**src/rtl/gpu_prefetch.sv**
```systemverilog
// gpu_prefetch -- instruction prefetch queue for a 16-bit instruction stream
// fetched from 32-bit program memory.
//
// A three-state request FSM keeps a QDEPTH-longword queue topped up. At most
// one fetch is in flight at any time, so back-to-back fetches deliver one
// longword every two cycles. The consumer pops 16-bit instructions from the
// head of the queue. Its byte PC selects which halfword of the head longword
// is presented.
//
// Parameter:
//   QDEPTH      queue depth in longwords (power of two, 2..8)
//
// Ports:
//   sys_clk     clock; all state changes on its rising edge
//   reset       synchronous active-high reset
//   jump        one-cycle strobe: flush the queue and restart fetch at jump_addr
//   jump_addr   byte address of the jump target (bit 0 ignored)
//   big_instr   halfword order within a longword (1: upper halfword first)
//   progreq     program-fetch request
//   progaddr    longword fetch address (byte address bits 23:2)
//   progack     request-accepted strobe; data follows on the next cycle
//   mem_data    fetch data
//   pabort      aborts the fetch whose data arrives this cycle
//   instr       head instruction (0 when not valid)
//   instr_pc    byte address of instr
//   instr_valid instr is valid
//   instr_take  consumer pop; ignored when instr_valid is low
//
// Build option:
//   GPU_PREFETCH_BYPASS_EN  when defined, data arriving while the queue is
//                           empty is presented on instr in the same cycle.
//
// State table:
//   state  | meaning
//   IDLE   | no request; queue full, or waiting for the first jump
//   REQ    | progreq high, progaddr held until progack
//   DATA   | accepted fetch data is on mem_data this cycle
module gpu_prefetch #(
  parameter int QDEPTH = 4
) (
  input  logic        sys_clk,
  input  logic        reset,
  input  logic        jump,
  input  logic [23:0] jump_addr,
  input  logic        big_instr,
  output logic        progreq,
  output logic [21:0] progaddr,
  input  logic        progack,
  input  logic [31:0] mem_data,
  output logic        pabort,
  output logic [15:0] instr,
  output logic [23:0] instr_pc,
  output logic        instr_valid,
  input  logic        instr_take
);

  localparam int AW = (QDEPTH > 1) ? $clog2(QDEPTH) : 1;
  localparam int CW = AW + 1;

  localparam logic [1:0] S_IDLE = 2'd0;
  localparam logic [1:0] S_REQ  = 2'd1;
  localparam logic [1:0] S_DATA = 2'd2;

  logic [1:0]    state, state_nxt;
  logic [31:0]   q_mem [QDEPTH];
  logic [AW-1:0] wr_ptr, rd_ptr;
  logic [CW-1:0] count, count_nxt;
  logic          started;
  logic [21:0]   addr_q;
  logic [23:0]   pc_q;

  logic          in_data, q_empty, byp, take, pop, byp_consumed, wr, space, sel_hi;
  logic [31:0]   head_word;

  assign in_data = (state == S_DATA);
  assign q_empty = (count == '0);

`ifdef GPU_PREFETCH_BYPASS_EN
  assign byp = in_data && q_empty && !jump && !reset;
`else
  assign byp = 1'b0;
`endif

  assign head_word   = byp ? mem_data : q_mem[rd_ptr];
  assign instr_valid = !q_empty || byp;

  // A jump wins over a take, and it also wins over the write of any data that arrives in the same cycle.
  assign take         = instr_take && instr_valid && !jump;
  assign pop          = take && pc_q[1] && !q_empty;
  // When a bypassed longword is fully consumed in its arrival cycle, it never needs a queue slot.
  assign byp_consumed = take && pc_q[1] && byp;
  assign wr           = in_data && !jump && !byp_consumed;

  assign count_nxt = count + (wr ? CW'(1) : CW'(0)) - (pop ? CW'(1) : CW'(0));
  assign space     = (count_nxt < CW'(QDEPTH));

  // Dropping the request combinationally on a jump makes sure a jump in REQ can never be accepted.
  assign progreq  = (state == S_REQ) && !jump && !reset;
  assign pabort   = in_data && jump && !reset;
  assign progaddr = addr_q;
  assign instr_pc = pc_q;

  assign sel_hi = big_instr ? !pc_q[1] : pc_q[1];
  assign instr  = !instr_valid ? 16'h0000 :
                  (sel_hi ? head_word[31:16] : head_word[15:0]);

  always_comb begin
    state_nxt = state;
    case (state)
      S_IDLE:  if (started && space) state_nxt = S_REQ;
      S_REQ:   if (progack) state_nxt = S_DATA;
      S_DATA:  state_nxt = space ? S_REQ : S_IDLE;
      default: state_nxt = S_IDLE;
    endcase
  end

  always_ff @(posedge sys_clk) begin
    if (reset) begin
      state   <= S_IDLE;
      wr_ptr  <= '0;
      rd_ptr  <= '0;
      count   <= '0;
      started <= 1'b0;
      addr_q  <= '0;
      pc_q    <= '0;
    end else if (jump) begin
      state   <= S_REQ;
      wr_ptr  <= '0;
      rd_ptr  <= '0;
      count   <= '0;
      started <= 1'b1;
      addr_q  <= jump_addr[23:2];
      pc_q    <= jump_addr & 24'hFFFFFE;
    end else begin
      state <= state_nxt;
      count <= count_nxt;
      if (wr) begin
        wr_ptr <= wr_ptr + AW'(1);
        addr_q <= addr_q + 22'd1;
      end
      if (pop) rd_ptr <= rd_ptr + AW'(1);
      if (take) pc_q <= pc_q + 24'd2;
    end
  end

  always_ff @(posedge sys_clk) begin
    if (!reset && wr) q_mem[wr_ptr] <= mem_data;
  end

endmodule

```
**config.mk**
```make
export PLATFORM = sky130hd
export DESIGN_NAME = gpu_prefetch
export DESIGN_NICKNAME = d
export VERILOG_FILES = /design/src/rtl/gpu_prefetch.sv
export SDC_FILE = /design/constraint.sdc
export NUM_CORES = 1
export LEC_CHECK = 0
export CAP_MARGIN = 0
export CORE_ASPECT_RATIO = 0.8
export CORE_UTILIZATION = 30
export DETAILED_ROUTE_END_ITERATION = 10
export GPL_ROUTABILITY_DRIVEN = 0
export MAX_ROUTING_LAYER = met4
export PLACE_DENSITY = 0.48
export SLEW_MARGIN = 40
export SYNTH_ARGS = -nofsm -noshare
export SYNTH_HDL_FRONTEND = slang
export SYNTH_SLANG_ARGS = --single-unit
```
**constraint.sdc**
```tcl
create_clock -name sys_clk -period 3.6 [get_ports sys_clk]
set_input_delay 0.72 -clock sys_clk [delete_from_list [all_inputs] [get_ports sys_clk]]
set_output_delay 0.72 -clock sys_clk [all_outputs]
set_load 0.02 [all_outputs]
```
=== Yosys cells after proc, flatten, opt, wreduce, memory -nomap -nowiden ===
Memory sizes are Yosys's and may differ from the RTL's. A register that Yosys moved wholly into a read port is not among the register bits.
Index checks and enable logic that the tools add are counted.

* Register bits: 56
* Output and inout bits: 65
* Input port bits: 62
* Memories kept: 1
* Memory bits (writable): 128
* Word-level logic and storage cells: 63

{| class="wikitable"
|+ Memories
! name !! depth !! width !! read ports !! clocked after Yosys merged registers in !! wr ports !! RTL line !! text
|-
| q_mem || 4 || 32 || 1 || 1 || 1 || 65 || <nowiki>logic [31:0] q_mem [QDEPTH];</nowiki>
|}

* $add $sub $neg: 6
* Magnitude comparators: 1
* Multiplexer cells: 18
* Eq/ne operators: 6
* Reductions and logical operators: 22

{| class="wikitable"
|+ Operators by type and width
! operator !! number
|-
| 24-bit two-way mux || 2
|-
| 22-bit two-way mux || 2
|-
| 16-bit two-way mux || 2
|-
| 24-bit by 2-bit adder with 24-bit output (second input constant) || 1
|-
| 22-bit by 1-bit adder with 22-bit output (second input constant) || 1
|-
| 1-bit logical AND || 11
|-
| 2-bit two-way mux || 4
|-
| 1-bit two-way mux || 7
|-
| 3-bit inequality test (second input constant) || 2
|-
| 2-bit one-hot mux with 3 select lines || 1
|-
| 2-bit by 1-bit adder with 2-bit output (second input constant) || 2
|-
| 1-bit zero test || 4
|-
| 2-bit inequality test (second input constant) || 2
|-
| 2-bit AND reduction || 2
|-
| 2-bit nonzero test || 2
|-
| 3-bit by 1-bit adder with 3-bit output || 1
|-
| 3-bit zero test || 1
|-
| 3-bit less-than comparator (second input constant) || 1
|-
| 3-bit by 1-bit subtractor with 3-bit output || 1
|-
| 2-bit by 1-bit == test with 1-bit output (second input constant) || 1
|-
| 2-bit == test (second input constant) || 1
|-
| 2-bit zero test || 1
|-
| 2-bit OR reduction || 1
|}

=== Logic depth before layout (Yosys ltp) ===
Gate-level depths: netlist (run 1).

* Depth after elaboration: 13
* Mapped depth: 12
* Gate-level depth less buffers: 10

=== Worst setup path after synthesis (run 1) ===
No wires, ideal clock.

* Path type: input to register
* From: input jump
* To: register state[0]
* Setup time: 0.128 ns
* Path buffers: 2
* Setup slack: 0.662 ns
* Stages: 12
* Data required time: 3.472 ns
* Arrival time: 2.811 ns
* Cell sequence: inv_1 clkbuf_1 clkbuf_1 nand2_1 ha_1 inv_1 ha_1 fa_1 xnor2_1 xnor2_1 a211oi_1 nor2_1

* Cells in the longest elaborated chain, start to end: 10
* Elaborated cells on any way between the ends: 17
* Classes of those cells: add/sub: 2; order compare: 1; eq/ne: 2; mux: 5; reduce/logical: 7

{| class="wikitable"
|+ RTL lines
! item !! RTL line !! text
|-
| start, declared || 43 || <nowiki>input logic jump,</nowiki>
|-
| branches (longest 10 deep; another with 3-bit by 1-bit adder with 3-bit output) || n/a ||
|-
| end signal, assigned || 135 || <nowiki>state <= state_nxt;</nowiki>
|-
| end, declared || 64 || <nowiki>logic [1:0] state, state_nxt;</nowiki>
|}

Parallel ways; which one is timed is not known.
A chain may end at the register's enable or synchronous reset.

=== Final worst setup path (run 1) ===
* From: input big_instr
* To: output instr[15]

* Cells in the longest elaborated chain, start to end: 3

{| class="wikitable"
|+ RTL lines
! item !! RTL line !! text
|-
| start, declared || 45 || <nowiki>input logic big_instr,</nowiki>
|-
| 1-bit two-way mux || 103 || <nowiki>assign sel_hi = big_instr ? !pc_q[1] : pc_q[1];</nowiki>
|-
| 16-bit two-way mux || 105 || <nowiki>(sel_hi ? head_word[31:16] : head_word[15:0]);</nowiki>
|-
| 16-bit two-way mux || 104 || <nowiki>assign instr = !instr_valid ? 16'h0000 :</nowiki>
|-
| end, declared || 51 || <nowiki>output logic [15:0] instr,</nowiki>
|}

Every way passes these cells.

==> impl_metrics.csv, run 1 <==
group,metric,value,unit
clock_tree,ctsHoldBuffers,0,
floorplanning,initial_core_util,30.66,%
floorplanning,core_area,26330,µm²
final_layout,multiInputGateArea,2912,µm²
min_path,worstHoldPathType,"flop to flop",
grt,grt_max_degree,33,
drt,firstDrtPassIters,6,
yosys,synth_xor_area_share,3.255,%
yosys,synth_top_family_by_area,"simple AND/OR/NAND/NOR gates",
floorplanning,core.rowCount,53,
timing,min_period_over_period,93.01,%
clock_tree,cts.clk_slew.worst_paths,80,ps
critical_path,cp-start-kind,"input pin",
timing,tightest_slew,637.8,ps
critical_path,worstSetupEndpointType,"primary output",
clock_tree,clock_sinks,185,
critical_path,path_cells,"clkdlybuf4s50_1, xor2_1, buf_12, nand2_1, a21oi_1, clkdlybuf4s50_1",
critical_path,cp_slowest_stage_delay,650,ps
final_layout,drive_gt1_share,12.45,%
timing,max_freq,298.6,MHz
yosys,synth_simple_gate_area_share,12.68,%
pwr,power.leakage,0.003355,µW
critical_path,path_max_fanout,16,
pwr,peakVddDrop,327.9,µV
job,maxCapViolCount,0,
yosys,ys_warn_count,0,
final_layout,mostFrequentLayoutCells,"edfxtp_1 (128), clkdlybuf4s50_1 (124), nand2_1 (62)",
timing,final-setup-viol-count,0,
critical_path,critical_path_cell_count,6,
yosys,avgSynthCellArea,13.43,µm²
drt,drtAntennaViolNets,0,
critical_path,slowest_stage,"clkdlybuf4s50_1",
drt,drtIter0Drc,310,
drt,remaining_drc_errors,0,
timing,whs,493.3,ps
timing,fin_skew,13.45,ps
placed_design,port_buffers,124,
yosys,ys_ff_latch,185,
clock_tree,numCtsBuffers,17,
grt,grtUsageTotal,15.63,%
grt,grt_pass1_vias,5429,
yosys,yosysSeqAreaShare,61.76,%
timing,rsz0062_at_grt,"false",
floorplanning,dieArea,27570,µm²
placed_design,post_dp_cell_area,9849,µm²
critical_path,rr_worst_depth,10,
yosys,ys.flop_type,"edfxtp_1",
final_layout,num-fill-cells,2484,
timing,fin_setup_tns,0,ps
drt,vias,5399,
timing,slew_headroom,57.11,%
critical_path,crit_required,2880,ps
placed_design,dp_hpwl,13.85,mm
grt,antenna_found_initial,1,
yosys,synth-edff-count,128,
grt,grt_pass1_wl,30.91,mm
critical_path,cpMostUsedCell,"clkdlybuf4s50_1",
yosys,synth_adder_area_share,1.488,%
min_path,min_path_cells,2,
critical_path,cp.arrival,2630,ps
critical_path,worstSetupPathType,"input pin to primary output",
status,status,"completed",
critical_path,cpLargestDelayFamily,"buffers and inverters",
yosys,synthesis.area,8071,µm²
critical_path,cp.buffers_inverters,3,
floorplanning,die_h,148.7,µm
grt,globalRouteOverflowTotal,0,
floorplanning,pin_count,127,
drt,wl_per_cell,18.64,µm
clock_tree,cts_resized,0,
clock_tree,cts_setup_buffers,0,
final_layout,final_area,10430,µm²
timing,slew_violations,0,
yosys,synth_cell_types,60,
final_layout,area_delta_synth_final,29.27,%
yosys,muxShareOfSynthArea,9.487,%
clock_tree,cts_root_buffer,"clkbuf_16",
timing,min_period,3348,ps
yosys,synth_compound_area_share,8.975,%
drt,routed_wl,20.45,mm
floorplanning,die_w,185.4,µm
clock_tree,cts.path.max_buffers,2,
yosys,async_flop_share,0,%
pwr,finalPower,4545,µW
yosys,netlist_instances,601,
final_layout,final_common_cell,"edfxtp_1",
final_layout,register_area,4986,µm²
drt,viasPerCell,4.922,
clock_tree,cts_tree,"done",
yosys,synth_fp_nets,672,
final_layout,nNetsFinal,798,
clock_tree,clk-insertion-delay-late,430,ps
timing,finalHoldViolCount,0,
clock_tree,htreeDepth,4,
pwr,powerDensity,435.6,nW/µm²
## metal layers
layer	GRT usage, %	vias up	share of wire, %
li1	-	2563	-
met1	21.50	2726	48
met2	23.71	101	47
met3	3.134	9	4.0
met4	3.595	0	0.76
met5	-	-	0
## report_power, final
group	internal, µW	switching [µW]
sequential	2310	59.0
combinational	182	174
clock	928	896
## cell type report
type / instances / area share, %
sequential: 185 / 47.79
timing repair buffer: 142 / 14.03
multi-input combinational: 370 / 27.90
tap: 357 / 4.281
clock inverter: 14 / 1.499
clock buffer: 17 / 4.077
antenna: 1 / 0.02398
inverter: 11 / 0.3957
## worst reg2reg max path, delay by kind of cell (launching register included)
family,cells,cell delay [ps]
compound gates,2,460
xor+xnor,2,480
fa+ha+maj,3,840
buf+inv,1,40
flops,1,370
simple gates,2,300
## kinds of logic (layout without fill, tap and decap cells)
group,Yosys count,count (layout)
fa+ha+maj,9,9
other cells,1,2
buf+inv,46,184
flops,185,185
simple gates,191,191
xor+xnor,30,30
mux,36,36
compound gates,103,103
## final timing paths
check / from / end / slack, ps
max: big_instr / instr[15] / 250
min: started / started / 490
max reg2reg: count[1] / state[0] / 1050
min reg2reg: started / started / 490
## stage by stage
stage	cells	utilization (%)	setup slack [ps]
final	1097	39.63	251.5
after global routing	1097	39.63	144.6
after CTS	1096	39.62	235.2
after detailed placement	1065	37.41	239.2
after global placement	1065	37.41	215.2
after floorplan	601	-	661.6
## registers in the layout, indices dropped and copies added, names as in the netlist, named ones only
signal    cells
started       1
rd_ptr        2
progaddr     22
count         3
state         2
wr_ptr        2
q_mem       128
instr_pc     23
## synth_stat cells (2+ instances only)
master | count | area, µm²
inv_1 | 11 | 41.29
xnor2_1 | 16 | 140.1
or2b_1 | 2 | 15.01
or2_2 | 3 | 18.77
mux4_2 | 32 | 720.7
o31a_1 | 7 | 61.31
clkbuf_1 | 25 | 93.84
a311o_1 | 5 | 50.05
a21oi_1 | 26 | 130.1
a31oi_1 | 4 | 25.02
or4_1 | 4 | 30.03
nor4_1 | 6 | 37.54
o31ai_1 | 3 | 22.52
nor3_1 | 8 | 40.04
nor2_1 | 19 | 71.32
dfxtp_1 | 57 | 1141
nor4b_1 | 3 | 26.28
nor2b_1 | 3 | 18.77
a311oi_1 | 3 | 26.28
buf_2 | 6 | 30.03
o211ai_1 | 3 | 22.52
xor2_1 | 14 | 122.6
nand3b_1 | 2 | 15.01
and2_1 | 11 | 68.82
o21ai_0 | 7 | 35.03
a21boi_0 | 18 | 135.1
a211oi_1 | 2 | 15.01
clkbuf_2 | 2 | 10.01
ha_1 | 8 | 100.1
nand2_1 | 62 | 232.7
nand4_1 | 17 | 106.4
nor4bb_1 | 2 | 20.02
nand2b_1 | 3 | 18.77
mux2i_1 | 3 | 30.03
edfxtp_1 | 128 | 3844
nand3_1 | 22 | 110.1
o21a_1 | 16 | 120.1
and3_1 | 7 | 43.79
or3_1 | 4 | 25.02
and4_1 | 7 | 61.31
Power figures use the tool's default switching activity.
==> inputs of run 2 (changes only) <==
--- a/config.mk
+++ b/config.mk
@@ -16,3 +16,4 @@
 export SYNTH_ARGS = -nofsm -noshare
 export SYNTH_HDL_FRONTEND = slang
 export SYNTH_SLANG_ARGS = --single-unit
+export TNS_END_PERCENT = 30
==> constraint.sdc (replaced) <==
create_clock -name sys_clk -period 3.4 [get_ports sys_clk]
set_input_delay 0.68 -clock sys_clk [delete_from_list [all_inputs] [get_ports sys_clk]]
set_output_delay 0.68 -clock sys_clk [all_outputs]
set_load 0.02 [all_outputs]
==> run 2 against run 1 <==
Net effect:
- sequential power rose by 6%
- clock power grew 8%
- clock-buffer cell count unchanged
- flip-flop and latch count did not move
- first-iteration DRC count decreased by 1.9%
- power up 6.9%
- critical path type unchanged
- largest power group unchanged
==> impl_metrics.csv, run 2 (same netlist as run 1, synthesis figures left out) <==
group,metric,value,unit
timing,min_period,3290,ps
pwr,power.leakage,0.003379,µW
clock_tree,cts.clk_slew.worst_paths,70,ps
timing,fin_setup_tns,0,ps
grt,globalRouteOverflowTotal,0,
drt,drtAntennaViolNets,0,
job,maxCapViolCount,0,
critical_path,worstSetupEndpointType,"primary output",
timing,whs,496.7,ps
critical_path,crit_required,2720,ps
timing,slew_violations,0,
floorplanning,pin_count,127,
floorplanning,initial_core_util,30.66,%
timing,final-setup-viol-count,0,
critical_path,slowest_stage,"clkdlybuf4s50_1",
timing,rsz0062_at_grt,"false",
min_path,worstHoldPathType,"flop to flop",
critical_path,cp-start-kind,"input pin",
placed_design,dp_hpwl,13.92,mm
status,status,"completed",
grt,use_met1,22.18,%
grt,grtUsageMet3,2.718,%
clock_tree,cts_resized,0,
grt,grtUsageMet2,23.63,%
floorplanning,dieArea,27570,µm²
final_layout,drive_gt1_share,12.79,%
timing,fin_skew,14.23,ps
clock_tree,numCtsBuffers,17,
clock_tree,cts.path.max_buffers,2,
timing,slew_headroom,52.96,%
timing,fin_ws,109.9,ps
grt,grt_max_degree,46,
clock_tree,cts_setup_buffers,0,
timing,tightest_slew,699.6,ps
final_layout,largest_register_ff_count,128,
critical_path,path_cells,"clkdlybuf4s50_1, xor2_1, buf_12, nand2_1, a21oi_1, clkdlybuf4s50_1",
floorplanning,die_w,185.4,µm
drt,routed_wl,20.41,mm
floorplanning,core_area,26330,µm²
critical_path,path_max_fanout,16,
timing,finalHoldViolCount,0,
drt,firstDrtPassIters,5,
final_layout,nNetsFinal,801,
drt,wl_per_cell,18.54,µm
timing,max_freq,303.9,MHz
grt,grtUsageTotal,15.84,%
floorplanning,core.rowCount,53,
critical_path,cpMostUsedCell,"clkdlybuf4s50_1",
final_layout,top_register,"q_mem",
timing,min_period_over_period,96.77,%
drt,vias,5368,
final_layout,num-fill-cells,2460,
clock_tree,cts_tree,"done",
drt,drtIter0Drc,304,
final_layout,mostFrequentLayoutCells,"edfxtp_1 (128), clkdlybuf4s50_1 (124), nand2_1 (62)",
clock_tree,htreeDepth,4,
final_layout,area_delta_synth_final,29.70,%
critical_path,cp.arrival,2610,ps
floorplanning,die_h,148.7,µm
drt,viasPerCell,4.876,
critical_path,cp_slowest_stage_delay,630,ps
clock_tree,clock_sinks,185,
pwr,peakVddDrop,326.7,µV
final_layout,final_common_cell,"edfxtp_1",
placed_design,dp_slack,73.44,ps
critical_path,worstSetupPathType,"input pin to primary output",
drt,remaining_drc_errors,0,
clock_tree,clk-insertion-delay-late,440,ps
grt,grt_pass1_vias,5469,
grt,grt_pass1_wl,31.75,mm
placed_design,port_buffers,124,
clock_tree,cts_root_buffer,"clkbuf_16",
grt,antenna_found_initial,1,
pwr,powerDensity,464.1,nW/µm²
grt,grt.busiest_layer,"met2",
clock_tree,ctsHoldBuffers,0,
## run 2: area by class of cell
cell class | count | area (µm²) | area share (%)
timing repair buffer | 145 | 1486 | 14.20
tap | 357 | 446.7 | 4.267
clock buffer | 17 | 425.4 | 4.064
inverter | 11 | 41.29 | 0.3944
antenna | 1 | 2.502 | 0.02390
clock inverter | 15 | 168.9 | 1.613
multi-input combinational | 370 | 2912 | 27.81
sequential | 185 | 4986 | 47.63
## run 2: per-stage QoR
stage | utilization [%] | total power [µW] | area, µm² | cells
2_1_floorplan | - | 2701 | 8071 | 601
3_3_place_gp | 37.50 | 2929 | 9872 | 1068
3_5_place_dp | 37.50 | 2937 | 9872 | 1068
4_1_cts | 39.76 | 4907 | 10470 | 1100
5_1_grt | 39.77 | 5029 | 10470 | 1101
6_report | 39.77 | 4859 | 10470 | 1101
## run 2: worst paths after layout
path             start   endpoint  slack (ps)  cells past startpoint
max          big_instr  instr[11]         110                      6
min            started    started         500                      2
max reg2reg   count[1]   state[0]         890                     10
min reg2reg    started    started         500                      2
## run 2: where the power goes
part | switching [µW] | internal [µW]
clock network | 978 | 995
registers | 60.6 | 2440
logic | 190 | 195
## run 2: worst max-delay path, delay by kind of cell
kind,cells,cell delay (ps)
buffers and inverters,3,1400
AO/OA/AOI/OAI,1,180
AND/OR/NAND/NOR,1,70
XOR/XNOR,1,260
## run 2: routing by layer
layer	vias to the layer above	wire length, µm
met2	105	9472
met1	2682	10060
li1	2570	-
met3	11	703
met4	0	176
met5	-	0
==> inputs of run 3 (changes only) <==
--- a/config.mk
+++ b/config.mk
@@ -7,6 +7,7 @@
 export LEC_CHECK = 0
 export CAP_MARGIN = 0
 export CORE_ASPECT_RATIO = 0.8
+export CORE_MARGIN = 3
 export CORE_UTILIZATION = 30
 export DETAILED_ROUTE_END_ITERATION = 10
 export GPL_ROUTABILITY_DRIVEN = 0
==> run 3 against run 2 <==
Net effect:
- fmax up 0.46%
- clock skew up 5.5 ps
- sequential power about the same
- critical path type unchanged
- cell count down 0.18%
- utilization down 0.090 points
- clock power up 2%
- first-iteration DRC count up 20%
- hold slack worse by 17 ps
- global-route usage down 0.64 points
- non-clock buffer count unchanged
- largest cell class unchanged
==> impl_metrics.csv, run 3 (same netlist as run 1, synthesis figures left out) <==
group,metric,value,unit
grt,grtUsageMet2,22.77,%
critical_path,path_max_fanout,16,
timing,slew_headroom,50.20,%
drt,remaining_drc_errors,0,
placed_design,dp_hpwl,14.20,mm
timing,slew_violations,0,
floorplanning,core_area,26390,µm²
clock_tree,cts_resized,0,
floorplanning,core.rowCount,53,
timing,rsz0062_at_grt,"false",
timing,tightest_slew,740.7,ps
final_layout,num-fill-cells,2557,
drt,routed_wl,20.94,mm
final_layout,largest_register_ff_count,128,
clock_tree,cts_setup_buffers,0,
grt,grt_pass1_wl,33.06,mm
floorplanning,die_w,189.4,µm
timing,final-setup-viol-count,0,
final_layout,mostFrequentLayoutCells,"edfxtp_1 (128), clkdlybuf4s50_1 (124), nand2_1 (62)",
timing,min_period_over_period,96.32,%
clock_tree,htreeDepth,4,
clock_tree,clk-insertion-delay-late,430,ps
drt,firstDrtPassIters,5,
clock_tree,clock_sinks,185,
floorplanning,dieArea,28920,µm²
placed_design,port_buffers,124,
grt,grt_max_degree,33,
min_path,worstHoldPathType,"flop to flop",
grt,grt_pass1_vias,5569,
pwr,power.leakage,0.003383,µW
drt,vias,5449,
floorplanning,pin_count,127,
clock_tree,numCtsBuffers,17,
timing,max_freq,305.3,MHz
clock_tree,ctsHoldBuffers,0,
clock_tree,cts_root_buffer,"clkbuf_16",
timing,whs,479.4,ps
job,maxCapViolCount,0,
grt,globalRouteOverflowTotal,0,
grt,antenna_found_initial,0,
drt,drtIter0Drc,365,
grt,use_met1,21.89,%
timing,fin_skew,19.76,ps
clock_tree,cts_tree,"done",
final_layout,final_common_cell,"edfxtp_1",
drt,drtAntennaViolNets,0,
timing,fin_setup_tns,0,ps
final_layout,area_delta_synth_final,29.73,%
final_layout,drive_gt1_share,12.80,%
critical_path,cp-start-kind,"input pin",
pwr,peakVddDrop,299.3,µV
grt,grt.busiest_layer,"met2",
floorplanning,initial_core_util,30.58,%
final_layout,antenna_cells,0,
critical_path,crit_required,2720,ps
floorplanning,die_h,152.7,µm
final_layout,top_register,"q_mem",
clock_tree,cts.clk_slew.worst_paths,70,ps
timing,min_period,3275,ps
status,status,"completed",
timing,finalHoldViolCount,0,
grt,grtUsageMet3,2.438,%
critical_path,worstSetupPathType,"input pin to primary output",
clock_tree,cts.path.max_buffers,2,
final_layout,nNetsFinal,801,
pwr,powerDensity,466.9,nW/µm²
drt,viasPerCell,4.958,
drt,wl_per_cell,19.06,µm
critical_path,cp.arrival,2590,ps
grt,grtUsageTotal,15.20,%
critical_path,worstSetupEndpointType,"primary output",
-- run 3: final timing paths --
path              from       end  slack, ps  cells past startpoint
min reg2reg    started   started        480                      2
min            started   started        480                      2
max reg2reg   count[1]  state[0]        840                     10
max          big_instr  instr[3]        130                      6
-- run 3: worst max-delay path, stage by stage --
cell and delay (ps):
clkdlybuf4s50_1 530, xor2_1 270, buf_12 190, nand2_1 70, a21oi_1 210, clkdlybuf4s50_1 640
-- run 3: stage by stage --
step	util, %	instances	cell area, µm²	setup WS (ps)	power (µW)
floorplan	-	601	8071	501.6	2701
global placement	37.40	1068	9872	117.5	2929
detailed placement	37.40	1068	9872	102.4	2935
CTS	39.67	1099	10470	94.06	4958
global route	39.67	1099	10470	16.18	5086
finish	39.67	1099	10470	125.0	4889
-- run 3: layout make-up --
| cell class | instances | area (µm²) | area share [%] |
|---|---|---|---|
| Sequential cell | 185 | 4986 | 47.62 |
| Clock buffer | 17 | 425.4 | 4.063 |
| Tap cell | 357 | 446.7 | 4.266 |
| Timing Repair Buffer | 145 | 1486 | 14.20 |
| Multi-Input combinational cell | 370 | 2912 | 27.80 |
| Inverter | 11 | 41.29 | 0.3943 |
| Clock inverter | 14 | 173.9 | 1.661 |
-- run 3: where the power goes --
group          internal (µW)  total [µW]  switching [µW]
Sequential              2440        2500            60.4
Combinational            195         382             187
Clock                   1060        2010             948
Total                   3690        4890            1200
-- run 3: routing by layer --
| layer | vias to the layer above | share of wire, % |
|---|---|---|
| met1 | 2771 | 50 |
| met4 | 0 | 0.72 |
| met3 | 13 | 3.3 |
| met2 | 106 | 46 |
| met5 | - | 0 |
| li1 | 2559 | - |
